==> config.mk <==
export PLATFORM = sky130hd
export DESIGN_NAME = pipe_stage_skid
export DESIGN_NICKNAME = d
export VERILOG_FILES = /design/src/rtl/pipe_stage_skid.sv
export SDC_FILE = /design/constraint.sdc
export NUM_CORES = 1
export LEC_CHECK = 0
export BUFFER_PORTS_ARGS = -buffer_cell sky130_fd_sc_hd__buf_2
export CAP_MARGIN = 20
export CELL_PAD_IN_SITES_DETAIL_PLACEMENT = 0
export CELL_PAD_IN_SITES_GLOBAL_PLACEMENT = 2
export CORE_UTILIZATION = 35
export CTS_BUF_LIST = sky130_fd_sc_hd__clkbuf_16
export CTS_CLUSTER_SIZE = 24
export DETAILED_ROUTE_END_ITERATION = 10
export GPL_ROUTABILITY_DRIVEN = 0
export GPL_TIMING_DRIVEN = 0
export HOLD_SLACK_MARGIN = 0.12
export PLACE_DENSITY = 0.83
export RECOVER_POWER = 25
export SLEW_MARGIN = 20
export SYNTH_ARGS = -nofsm -noshare
export SYNTH_HDL_FRONTEND = slang
export SYNTH_SLANG_ARGS = --single-unit
==> constraint.sdc <==
create_clock -name clk -period 4.4 [get_ports clk]
set_clock_uncertainty 0.2 [all_clocks]
set_input_delay 0.22 -clock clk [delete_from_list [all_inputs] [get_ports clk]]
set_output_delay 0.22 -clock clk [all_outputs]
set_load 0.1 [all_outputs]
==> src/rtl/pipe_stage_skid.sv <==
// pipe_stage_skid: valid/ready pipeline register with a 2-entry skid buffer, flush-to-bubble and a saturating flush-drop counter.
module pipe_stage_skid #(
    parameter int                DATA_W      = 32,
    parameter int                CTRL_W      = 16,
    parameter logic [CTRL_W-1:0] CTRL_BUBBLE = '0,
    parameter int                CNT_W       = 8
) (
    input  logic              clk,
    input  logic              rst_n,
    input  logic              in_valid,
    output logic              in_ready,
    input  logic [DATA_W-1:0] in_data,
    input  logic [CTRL_W-1:0] in_ctrl,
    output logic              out_valid,
    input  logic              out_ready,
    output logic [DATA_W-1:0] out_data,
    output logic [CTRL_W-1:0] out_ctrl,
    input  logic              stall,
    input  logic              flush,
    output logic [1:0]        occupancy,
    output logic [CNT_W-1:0]  flush_cnt
);
    typedef enum logic [1:0] {EMPTY = 2'd0, ONE = 2'd1, FULL = 2'd2} state_t;

    state_t            state, state_nxt;
    logic [DATA_W-1:0] main_data, skid_data;
    logic [CTRL_W-1:0] main_ctrl, skid_ctrl;
    logic              accept, emit, load_main, main_from_skid, load_skid;
    logic [1:0]        drop;
    logic [CNT_W:0]    cnt_sum;

    // in_ready comes from registered state only, so out_ready never reaches it combinationally
    assign in_ready  = state != FULL;
    assign out_valid = state != EMPTY;
    assign occupancy = state;
    assign out_data  = main_data;
    assign out_ctrl  = out_valid ? main_ctrl : CTRL_BUBBLE;
    assign accept    = in_valid & in_ready;
    assign emit      = out_valid & out_ready & ~stall;
    assign drop      = occupancy - {1'b0, emit} + {1'b0, accept};
    assign cnt_sum   = {1'b0, flush_cnt} + (CNT_W+1)'(drop);

    always_comb begin
        state_nxt      = state;
        load_main      = 1'b0;
        main_from_skid = 1'b0;
        load_skid      = 1'b0;
        if (flush) begin
            state_nxt = EMPTY;
        end else begin
            case (state)
                EMPTY: begin
                    if (accept) begin
                        state_nxt = ONE;
                        load_main = 1'b1;
                    end
                end
                ONE: begin
                    if (accept && emit) begin
                        load_main = 1'b1;
                    end else if (emit) begin
                        state_nxt = EMPTY;
                    end else if (accept) begin
                        state_nxt = FULL;
                        load_skid = 1'b1;
                    end
                end
                FULL: begin
                    if (emit) begin
                        state_nxt      = ONE;
                        load_main      = 1'b1;
                        main_from_skid = 1'b1;
                    end
                end
                default: state_nxt = EMPTY;
            endcase
        end
    end

    always_ff @(posedge clk or negedge rst_n) begin
        if (!rst_n) begin
            state     <= EMPTY;
            main_data <= '0;
            main_ctrl <= '0;
            skid_data <= '0;
            skid_ctrl <= '0;
            flush_cnt <= '0;
        end else begin
            state <= state_nxt;
            if (load_main) begin
                main_data <= main_from_skid ? skid_data : in_data;
                main_ctrl <= main_from_skid ? skid_ctrl : in_ctrl;
            end
            if (load_skid) begin
                skid_data <= in_data;
                skid_ctrl <= in_ctrl;
            end
            // a carry into the top bit means the sum passed the maximum, so pin at all-ones
            if (flush) flush_cnt <= cnt_sum[CNT_W] ? '1 : cnt_sum[CNT_W-1:0];
        end
    end
endmodule

==> results of run 1 <==
report_power, final:
group	internal (mW)	leakage [nW]	switching (mW)
Sequential	1.25	1.23	0.165
Combinational	0.377	1.44	1.19
Clock	0.435	0.138	0.359
Total	2.07	2.80	1.71
worst max path at each step:
stage / startpoint / endpoint / slack (ns) / cells past startpoint
after floorplan: occupancy[0] / flush_cnt[7] / 0.32 / 14
after global placement: occupancy[0] / flush_cnt[7] / 0.37 / 14
after detailed placement: occupancy[0] / flush_cnt[7] / 0.37 / 14
after CTS: occupancy[0] / flush_cnt[7] / 0.35 / 14
after global routing: occupancy[0] / flush_cnt[7] / 0.09 / 14
final: occupancy[0] / flush_cnt[7] / 0.46 / 14
per-layer routing:
layer | track usage (%) | wire [um] | vias to the layer above
met2 | 28.5 | 5710 | 90
met1 | 23.8 | 5740 | 1897
met3 | 3.58 | 579 | 16
li1 | - | - | 1851
met5 | 0 | 0 | -
met4 | 6.33 | 201 | 0
cell usage after synthesis (all sizes together):
cell type  number  area share, %
o211ai          1           0.15
o21a            1           0.15
a31oi          49            6.2
o22ai           1           0.25
nand2b          2           0.25
nand2          10           0.76
mux2i          53             11
clkbuf         16            1.2
xnor2           3           0.53
dfrtp         106             54
and3            2           0.25
o31ai           1           0.15
buf            19            2.3
nor3            2           0.43
nor2b          19            2.4
ha              6            1.5
nand4bb         1           0.23
nor2            4           0.30
a211oi          1           0.15
o21bai          1           0.15
nand3           3           0.30
a21oi          53            5.4
and4bb          1           0.25
mux2           49             11
fa              1           0.41
inv             6           0.46
per-stage QoR:
| stage | cells | util, % | area [um2] |
|---|---|---|---|
| after global routing | 773 | 47.2 | 6530 |
| after CTS | 773 | 47.6 | 6580 |
| after floorplan | 411 | - | 4930 |
| after global placement | 703 | 41.4 | 5720 |
| after detailed placement | 704 | 41.6 | 5750 |
| final | 773 | 47.2 | 6530 |
registers in the layout, indices dropped and copies added, names as in the netlist:
signal	flops
occupancy	2
main_ctrl	16
skid_ctrl	16
skid_data	32
flush_cnt	8
out_data	32
worst reg2reg max path: stages (launching register included):
cell and delay (ns):
dfrtp_1 0.40, buf_2 0.18, nor2_1 0.53, clkbuf_1 0.45
nor2_1 0.17, ha_1 0.31, inv_1 0.04, ha_1 0.18
xnor2_1 0.13, xnor2_1 0.25, ha_1 0.28, a21oi_1 0.18
nor3_1 0.11, nand3_1 0.10, mux2_2 0.32
logic make-up (layout without fill, tap and decap cells):
kind of cell             Yosys count  after routing  share of synthesized area [%]
flip-flops                       106            106                           53.8
AO/OA/AOI/OAI                    108            108                           12.6
AND/OR/NAND/NOR                   44             44                           5.20
adder cells (fa/ha/maj)            7              7                           1.93
XOR/XNOR                           3              3                          0.533
multiplexers                     102            102                           21.9
buffers and inverters             41            223                           4.01
what timing repair did:
action	in CTS	in global routing
endpoints found under the hold margin	207	0
buffers inserted	0	0
hold buffers	53	0
final cells by class:
| type | count | area, um2 |
|---|---|---|
| Buffer | 35 | 175 |
| Clock buffer | 9 | 225 |
| Clock inverter | 7 | 61.3 |
| Fill cell | 1285 | 7290 |
| Inverter | 6 | 22.5 |
| Multi-Input combinational cell | 264 | 2080 |
| Sequential cell | 106 | 2650 |
| Tap cell | 180 | 225 |
| Timing Repair Buffer | 166 | 1090 |
cells in the final DEF, fill, tap and decap left out, types with 2 or more instances in the layout:
cell / instances
inv_1: 6
nor2_1: 4
clkinvlp_4: 2
mux2_2: 49
a21oi_1: 53
nand2b_1: 2
clkinv_1: 2
buf_2: 125
xnor2_1: 3
and3_1: 2
nand2_1: 10
clkbuf_16: 9
nand3_1: 3
dlygate4sd3_1: 52
mux2i_1: 53
a31oi_1: 49
buf_4: 3
buf_6: 2
dfrtp_1: 106
nor2b_1: 19
ha_1: 6
clkbuf_1: 18
==> results.md, run 1 <==
* Placed wire-length estimate at between 8000 and 9000 um
* P_leak at 2.80 nW
* CP required at roughly 4.4 ns
* Crit-path cells: buf_2 > nor2_1 > clkbuf_1 > nor2_1 > ha_1 > inv_1 > ha_1 > xnor2_1 > xnor2_1 > ha_1 > a21oi_1 > nor3_1 > nand3_1 > mux2_2
* Min-Delay Path Class: in2reg
* Hold WS at roughly 0.22 ns
* Reg2reg path depth at 14
* Bufs and invs on worst path at 3
* Clock Tree Root: clkbuf_16
* Pins Over Slew Limit at 80
* Hold depth at 5
* Final setup margin at 0.460 ns
* Endpoint class of the critical path: flop
* Avg Vias per Cell at around 5.0
* DR vias at 3854
* Final WL at around 12000 um
* First-pass DRT Iterations at 4
* Max cap viols at 1
* Synthesized Nets at between 400 and 500
* Failing checks: max-capacitance violations, max-slew violations
* Largest net degree at the start of global routing at 80
* Nets@finish at 649
* Power density cells at ~580 nW/um2
* Worst EP arrival at 3.98 ns
* Cell family with most CP delay: simple AND/OR/NAND/NOR gates
* Outcome: finished, violations left
* Final period utilization at ~90%
* CP peak stage delay at 0.53 ns
* Crit path top cell by count: ha_1
* CP Class: reg2reg
* Row count at between 40 and 50
* Fmax at roughly 250 MHz
* Worst Max-Slew Pin Slew at 1.95 ns
* TritonCTS Sinks at between 100 and 150
* Mean post-synth cell area at 12.0 um2
* CTS Buf Count at 9
* Initial antenna violation count at 0
* Total power at about 3.8 mW
* Antenna diodes at 0
* Pre-CTS setup slack at around 0.37 ns
* Cell variety after synth at 30
* Post-CTS sizing at 0
* Clk_lat worst skew at between 0.3 and 0.4 ns
* I/O pins at between 100 and 150
* DIE AREA at 14600 um2
* Post-Syn Instances at 411
* Tot GR Track Use at 17.8%
* Mapped Area at ~4900 um2
* GR Overflow Total at 0
* Unrepaired setup endpoints after global routing: false
* Clock tree buffer depth at 2
* Worst R2R Start: occupancy[0]
* Die H at between 100 and 150 um
* Via count of the first global-routing pass at just under 4000
* Hold Vio Cnt, Final at 0
* Die width at around 120 um
* Drt wl/cell at roughly 16 um
* Worst slew margin at -30.1%
* Final setup fails at 0
* Reg2reg end: flush_cnt[7]
* R2r setup slk at 0.46 ns
* Hold Startpoint: stall
* Iter 0 DRT Violations at approximately 130
* Starting Density at a little over a third
* Fin crit period at between 3 and 4 ns
* Worst-path clk slew at approximately 0.070 ns
* Seq/Total Area, Yosys at a little over half
* VDD IR max at approximately 0.33 mV
* YS warnings at 0
* Area Growth Syn to Fin at 32.4%
* TNS Setup at 0 ns
* FF+latch count, synth at roughly 110
* H-tree level count at 3
* Slowest cell on crit path: nor2_1
* Share of cells above drive strength 1 at between 30% and 40%
* Post-route antenna net violation count at 0
* Critical path peak fanout at 10
* Number of remaining DRC errors at 0
* I/O Buffers at ~110
* WHS Endpoint: occupancy[0]
* Global-route wire length before repair at about 20000 um
* TritonCTS clock tree: built
* Critical path launch point type: flop
* Core outline area at 13800 um2
Power figures use the tool's default switching activity.
==> inputs of run 2 (changes only) <==
--- a/config.mk
+++ b/config.mk
@@ -18,6 +18,7 @@
 export HOLD_SLACK_MARGIN = 0.12
 export PLACE_DENSITY = 0.83
 export RECOVER_POWER = 25
+export REMOVE_ABC_BUFFERS = 1
 export SLEW_MARGIN = 20
 export SYNTH_ARGS = -nofsm -noshare
 export SYNTH_HDL_FRONTEND = slang
==> run 2 against run 1 <==
Against the previous run: the run still ends with max-capacitance violations, max-slew violations left; global-route usage decreased by 0.82 points; largest cell class unchanged; non-clock buffer count decreased by 21; cell count decreased by 2.7%; largest power group unchanged; first-iteration DRC count increased by 17%; register-to-register slack improved by 0.39 ns; sequential power about the same; critical path depth decreased by 1; highest routed layer unchanged; sequential share of layout area decreased by 1.0 points.
==> results.md, run 2 (synthesis gave the netlist of run 1 again) <==
* I/O pins at 114 (unchanged)
* Placed instance count at 684 (-2.8%)
* Outcome: finished, violations left
* Fmax at 282 MHz (+11%)
* Worst Setup SP: occupancy[1]
* Endpoint class of the critical path: flop
* DIE AREA at 14600 um2 (unchanged)
* Post-CTS sizing at 0 (unchanged)
* Starting Density at 35.7% (unchanged)
* Min-Delay Path Class: in2reg
* Pins Over Slew Limit at 45 (-44%)
* Iter 0 DRT Violations at 147 (+17%)
* Worst R2R Start: occupancy[1]
* Reg2reg end: flush_cnt[7]
* Core outline area at 13800 um2 (unchanged)
* CTS Buf Count at 9 (unchanged)
* CP Class: reg2reg
* Final period utilization at 80.7% (-8.8 points)
* Drt wl/cell at 15.1 um (-4.9%)
* Pre-CTS setup slack at 0.772 ns (+0.404 ns)
* Number of remaining DRC errors at 0 (unchanged)
* Post-CTS Setup Bufs at 0 (unchanged)
* Critical path peak fanout at 11 (+1)
* GR Util met3 at 5.19% (+1.6 points)
* H-tree level count at 3 (unchanged)
* Met2 usage at 27.8% (-0.72 points)
* Hold depth at 5 (unchanged)
* Reg2reg path depth at 13 (-1)
* Final WL at 11300 um (-7.4%)
* Power density cells at 560 nW/um2 (-3.2%)
* Max cap viols at 1 (unchanged)
* Grt peak-use layer: met2
* Hold Startpoint: stall
* Initial antenna violation count at 0 (unchanged)
* I/O Buffers at 113 (+0.89%)
* Worst EP arrival at 3.59 ns (-0.39 ns)
* VDD IR max at 0.271 mV (-19%)
* Nets@finish at 628 (-3.2%)
* Hold Vio Cnt, Final at 0 (unchanged)
* Worst-path clk slew at 0.07 ns (about the same)
* Final setup fails at 0 (unchanged)
* Tot GR Track Use at 16.9% (-0.82 points)
* DR vias at 3744 (-2.9%)
* CP required at 4.44 ns (about the same)
* Global-route wire length before repair at 19300 um (-3.6%)
* Clock tree buffer depth at 2 (unchanged)
* Antenna diodes at 0 (unchanged)
* Non-Filler Instances at 752 (-2.7%)
* TritonCTS Sinks at 106 (unchanged)
* Worst slew margin at -73.0% (-43 points)
* Via count of the first global-routing pass at 3901 (+0.49%)
* Post-route antenna net violation count at 0 (unchanged)
* Die width at 121 um (unchanged)
* Largest net degree at the start of global routing at 63 (-21%)
* Share of cells above drive strength 1 at 34.1% (+0.87 points)
* P_leak at 2.85 nW (+1.6%)
* Met1 Usage GRT at 21.5% (-2.2 points)
* Unrepaired setup endpoints after global routing: false
* TritonCTS clock tree: built
* GR Overflow Total at 0 (unchanged)
* Avg Vias per Cell at 4.98 (-0.14%)
* Row count at 43 (unchanged)
* R2r setup slk at 0.85 ns (+0.39 ns)
* Leading cell type in the layout, fill and taps excluded: buf_2
* Critical path launch point type: flop
* Hold WS at 0.227 ns (+0.0111 ns)
* Die H at 121 um (unchanged)
* Fin crit period at 3.55 ns (-0.389 ns)
* Clock Tree Root: clkbuf_16
* Area Growth Syn to Fin at 35.9%
* Most frequent cells in the layout: 112 x buf_2, 106 x dfrtp_1, 53 x mux2i_1
* Final setup margin at 0.848 ns (+0.389 ns)
* TNS Setup at 0 ns (unchanged)
* Worst Max-Slew Pin Slew at 2.60 ns (+0.644 ns)
* Clk_lat worst skew at 0.35 ns (about the same)
* First-pass DRT Iterations at 4 (unchanged)
* WHS Endpoint: occupancy[0]
* Failing checks: max-capacitance violations, max-slew violations
* Placed wire-length estimate at 7630 um (-7.9%)
## run 2: cell types whose count changed in the layout (fill, tap and decap cells not counted), sizes merged
cell / before / now
buf: 130 / 127
bufinv: 1 / 0
clkbuf: 28 / 10
clkinvlp: 2 / 1
inv: 7 / 9
## run 2: worst max-delay path: stages, from the launching register on
cell and delay, ns:
dfrtp_1 0.53, nor2_2 0.46, buf_8 0.21, nor2_1 0.09
ha_1 0.30, inv_1 0.04, ha_1 0.18, xnor2_1 0.14
xnor2_1 0.26, ha_1 0.29, a21oi_1 0.20, nor3_1 0.12
nand3_1 0.10, mux2_2 0.32
## run 2: layout make-up
type | instances | area [um2]
Fill cell | 1272 | 7120
Clock buffer | 9 | 225
Sequential cell | 106 | 2650
Tap cell | 180 | 225
Clock inverter | 7 | 47.5
Timing Repair Buffer | 180 | 1420
Inverter | 6 | 22.5
Multi-Input combinational cell | 264 | 2110
## run 2: stage by stage
| stage | power (mW) | area, um2 | utilization (%) |
|---|---|---|---|
| 6_report | 3.75 | 6700 | 48.5 |
| 4_1_cts | 3.80 | 6710 | 48.5 |
| 3_5_place_dp | 3.00 | 5920 | 42.8 |
| 5_1_grt | 3.96 | 6700 | 48.5 |
| 3_3_place_gp | 2.91 | 5550 | 40.1 |
| 2_1_floorplan | 2.66 | 4760 | - |
## run 2: how the worst max path moves through the flow
stage / end / slack (ns) / depth (start not counted)
after CTS: flush_cnt[7] / 0.76 / 13
after global placement: out_data[15] / -2.09 / 3
after floorplan: main_ctrl[0] / -0.81 / 8
after detailed placement: flush_cnt[7] / 0.77 / 13
after global routing: flush_cnt[6] / 0.50 / 13
final: flush_cnt[7] / 0.85 / 13
## run 2: power by group
group / leakage [nW] / internal [mW] / switching [mW]
Sequential: 1.23 / 1.25 / 0.165
Clock: 0.138 / 0.384 / 0.361
Combinational: 1.48 / 0.407 / 1.18
Total: 2.85 / 2.04 / 1.71
## run 2: routing by layer
| metal | vias up | routed length, um |
|---|---|---|
| li1 | 1814 | - |
| met1 | 1848 | 5220 |
| met2 | 73 | 5380 |
| met3 | 9 | 615 |
| met4 | 0 | 107 |
| met5 | - | 0 |
## run 2: timing repair
| action | 4_1_cts | 5_1_grt |
|---|---|---|
| hold buffers | 52 | 0 |
| hold endpoints to repair | 206 | 0 |
| endpoints found under the setup margin | 0 | 0 |
==> inputs of run 3 (changes only) <==
--- a/config.mk
+++ b/config.mk
@@ -9,14 +9,14 @@
 export CAP_MARGIN = 20
 export CELL_PAD_IN_SITES_DETAIL_PLACEMENT = 0
 export CELL_PAD_IN_SITES_GLOBAL_PLACEMENT = 2
-export CORE_UTILIZATION = 35
+export CORE_UTILIZATION = 32
 export CTS_BUF_LIST = sky130_fd_sc_hd__clkbuf_16
 export CTS_CLUSTER_SIZE = 24
 export DETAILED_ROUTE_END_ITERATION = 10
 export GPL_ROUTABILITY_DRIVEN = 0
 export GPL_TIMING_DRIVEN = 0
 export HOLD_SLACK_MARGIN = 0.12
-export PLACE_DENSITY = 0.83
+export PLACE_DENSITY = 0.81
 export RECOVER_POWER = 25
 export REMOVE_ABC_BUFFERS = 1
 export SLEW_MARGIN = 20
==> constraint.sdc (replaced) <==
create_clock -name clk -period 2.9 [get_ports clk]
set_clock_uncertainty 0.2 [all_clocks]
set_input_delay 0.145 -clock clk [delete_from_list [all_inputs] [get_ports clk]]
set_output_delay 0.145 -clock clk [all_outputs]
set_load 0.1 [all_outputs]
==> run 3 against run 2 <==
Against the previous run: the run now ends clean; cell count grew 2.4%; via count grew 2.6%; count of clock-buffer cells in the layout is the same; routed wire length grew 1.3%.
==> results.md, run 3 (synthesis gave the netlist of run 1 again) <==
* Die H at 126 um (+4.5%)
* Bufs and invs on worst path at 2 (unchanged)
* Total power at 5.84 mW (+56%)
* Crit-path cells: buf_6 > nor2_4 > nor2_4 > ha_4 > inv_2 > ha_4 > xnor2_2 > xnor2_2 > ha_1 > a21oi_2 > nor3_2 > nand3_1 > mux2_4
* Cell family with most CP delay: adder cells
* Clock tree buffer depth at 2 (unchanged)
* Final period utilization at 95.6% (+15 points)
* Worst slew margin at 9.85% (+83 points)
* Clk_lat worst skew at 0.34 ns (about the same)
* GR Overflow Total at 0 (unchanged)
* Starting Density at 32.6% (-3.1 points)
* Drt wl/cell at 14.9 um (-1.1%)
* Most frequent cells in the layout: 112 x buf_2, 104 x dfrtp_1, 53 x mux2i_1, 53 x dlygate4sd3_1, 51 x a21oi_1
* Global-route wire length before repair at 19400 um (+0.86%)
* Fmax at 361 MHz (+28%)
* Die width at 126 um (+4.5%)
* Avg Vias per Cell at 4.99 (+0.19%)
* Post-route antenna net violation count at 0 (unchanged)
* Number of remaining DRC errors at 0 (unchanged)
* Initial antenna violation count at 0 (unchanged)
* P_leak at 2.91 nW (+2.3%)
* VDD IR max at 0.426 mV (+57%)
* Max cap viols at 0 (-1)
* Worst Max-Slew Pin Slew at 1.35 ns (-1.24 ns)
* Worst-path clk slew at 0.07 ns (about the same)
* Layout fillers at 1440 (+13%)
* Final instance area at 6880 um2 (+2.6%)
* Hold Vio Cnt, Final at 0 (unchanged)
* Fin util at 45.4% (-3.1 points)
* Clock Tree Root: clkbuf_16
* Critical path launch point type: flop
* Endpoint class of the critical path: flop
* Min-Delay Path Class: in2reg
* Fin crit period at 2.77 ns (-0.780 ns)
* CP Class: reg2reg
* CTS Buf Count at 9 (unchanged)
* TritonCTS Sinks at 106 (unchanged)
* Pins Over Slew Limit at 0 (-100%)
* Reg2reg end: flush_cnt[7]
* Area Growth Syn to Fin at 39.5%
* Placed wire-length estimate at 7540 um (-1.2%)
* CP required at 2.93 ns (-1.51 ns)
* R2r setup slk at 0.13 ns (-0.72 ns)
* TritonCTS clock tree: built
* Antenna diodes at 0 (unchanged)
* Slowest cell on crit path: dfrtp_2
* WHS Endpoint: occupancy[0]
* Power density cells at 849 nW/um2 (+52%)
* Hold Startpoint: out_ready
* CP peak stage delay at 0.43 ns (-0.10 ns)
* Row count at 45 (+4.7%)
* Iter 0 DRT Violations at 125 (-15%)
* Outcome: finished clean
* Unrepaired setup endpoints after global routing: true
* Hold depth at 5 (unchanged)
* DR vias at 3841 (+2.6%)
* I/O pins at 114 (unchanged)
* Critical path peak fanout at 3 (-8)
* Worst R2R Start: occupancy[0]
* I/O Buffers at 113 (unchanged)
* DIE AREA at 15900 um2 (+9.2%)
* Placed inst area at 5920 um2 (about the same)
* First-pass DRT Iterations at 4 (unchanged)
* Nets@finish at 638 (+1.6%)
* Reg2reg path depth at 13 (unchanged)
* Tot GR Track Use at 15.2% (-1.7 points)
* Share of cells above drive strength 1 at 38.0% (+3.9 points)
* Largest net degree at the start of global routing at 55 (-13%)
* Leading cell type in the layout, fill and taps excluded: buf_2
* Final WL at 11500 um (+1.3%)
* Via count of the first global-routing pass at 3917 (+0.41%)
* H-tree level count at 3 (unchanged)
* Core outline area at 15100 um2 (+9.5%)
* Worst EP arrival at 2.80 ns (-0.79 ns)
* Final setup fails at 0 (unchanged)
[run 3: cell types whose count changed in the layout (fill, tap and decap cells not counted), sizes merged]
cell,change
buf,+8
inv,-1
bufinv,+1
clkbuf,+1
dlygate4sd3,+1
[run 3: cell type report]
class | instances | area [um2] | share of cell area [%]
flip-flops and latches | 106 | 2660 | 38.6
well taps | 188 | 235 | 3.42
clock buffers | 9 | 225 | 3.27
multi-input cells | 264 | 2190 | 31.8
clock inverters | 7 | 68.8 | 1.00
repair buffers | 190 | 1480 | 21.6
inverters | 6 | 22.5 | 0.327
[run 3: worst max-delay path by stage]
stage | start | cells after the start | slack, ns | to
final | occupancy[0] | 13 | 0.13 | flush_cnt[7]
after CTS | occupancy[0] | 13 | 0.01 | flush_cnt[7]
after global routing | occupancy[0] | 13 | -0.01 | flush_cnt[7]
after global placement | occupancy[0] | 3 | -3.71 | main_ctrl[9]
after floorplan | occupancy[0] | 8 | -2.31 | main_ctrl[0]
after detailed placement | occupancy[1] | 12 | -0.89 | flush_cnt[7]
[run 3: per-layer routing]
layer | GRT usage [%] | part of all wire, % | up-vias
met5 | 0 | 0 | -
met2 | 25.5 | 48 | 71
met4 | 5.53 | 1.4 | 0
met3 | 3.36 | 3.9 | 10
li1 | - | - | 1827
met1 | 19.3 | 46 | 1933
[run 3: power by group]
group,total [mW],internal [mW],switching (mW)
sequential,2.15,1.90,0.249
combinational,2.46,0.643,1.82
clock,1.23,0.669,0.559
[run 3: repair_timing]
item / in CTS / in global routing
buffers inserted: 10 / 0
hold buffers: 53 / 0
pin swaps: 9 / 9
hold endpoints to repair: 207 / 0
setup endpoints to repair: 99 / 6
resized for setup: 14 / 6
[run 3: worst reg2reg max path: cells and delay by family, from the launching register on]
family                   cells  cell delay [ns]
adder cells (fa/ha/maj)      3             0.72
AND/OR/NAND/NOR              4             0.48
flip-flops                   1             0.43
multiplexers                 1             0.31
XOR/XNOR                     2             0.30
buffers and inverters        2             0.17
AO/OA/AOI/OAI                1             0.07
[run 3: metrics by stage]
step                      hold slack, ns  worst slack (ns)   TNS, ns  cells
after floorplan                   -0.351             -2.31   -182.27    376
after global placement             0.191             -3.71   -243.71    677
after detailed placement         -0.0540            -0.893    -23.79    691
after CTS                          0.126            0.0140         0    770
after global routing               0.239          -0.00996  -0.00996    770
final                              0.176             0.129         0    770
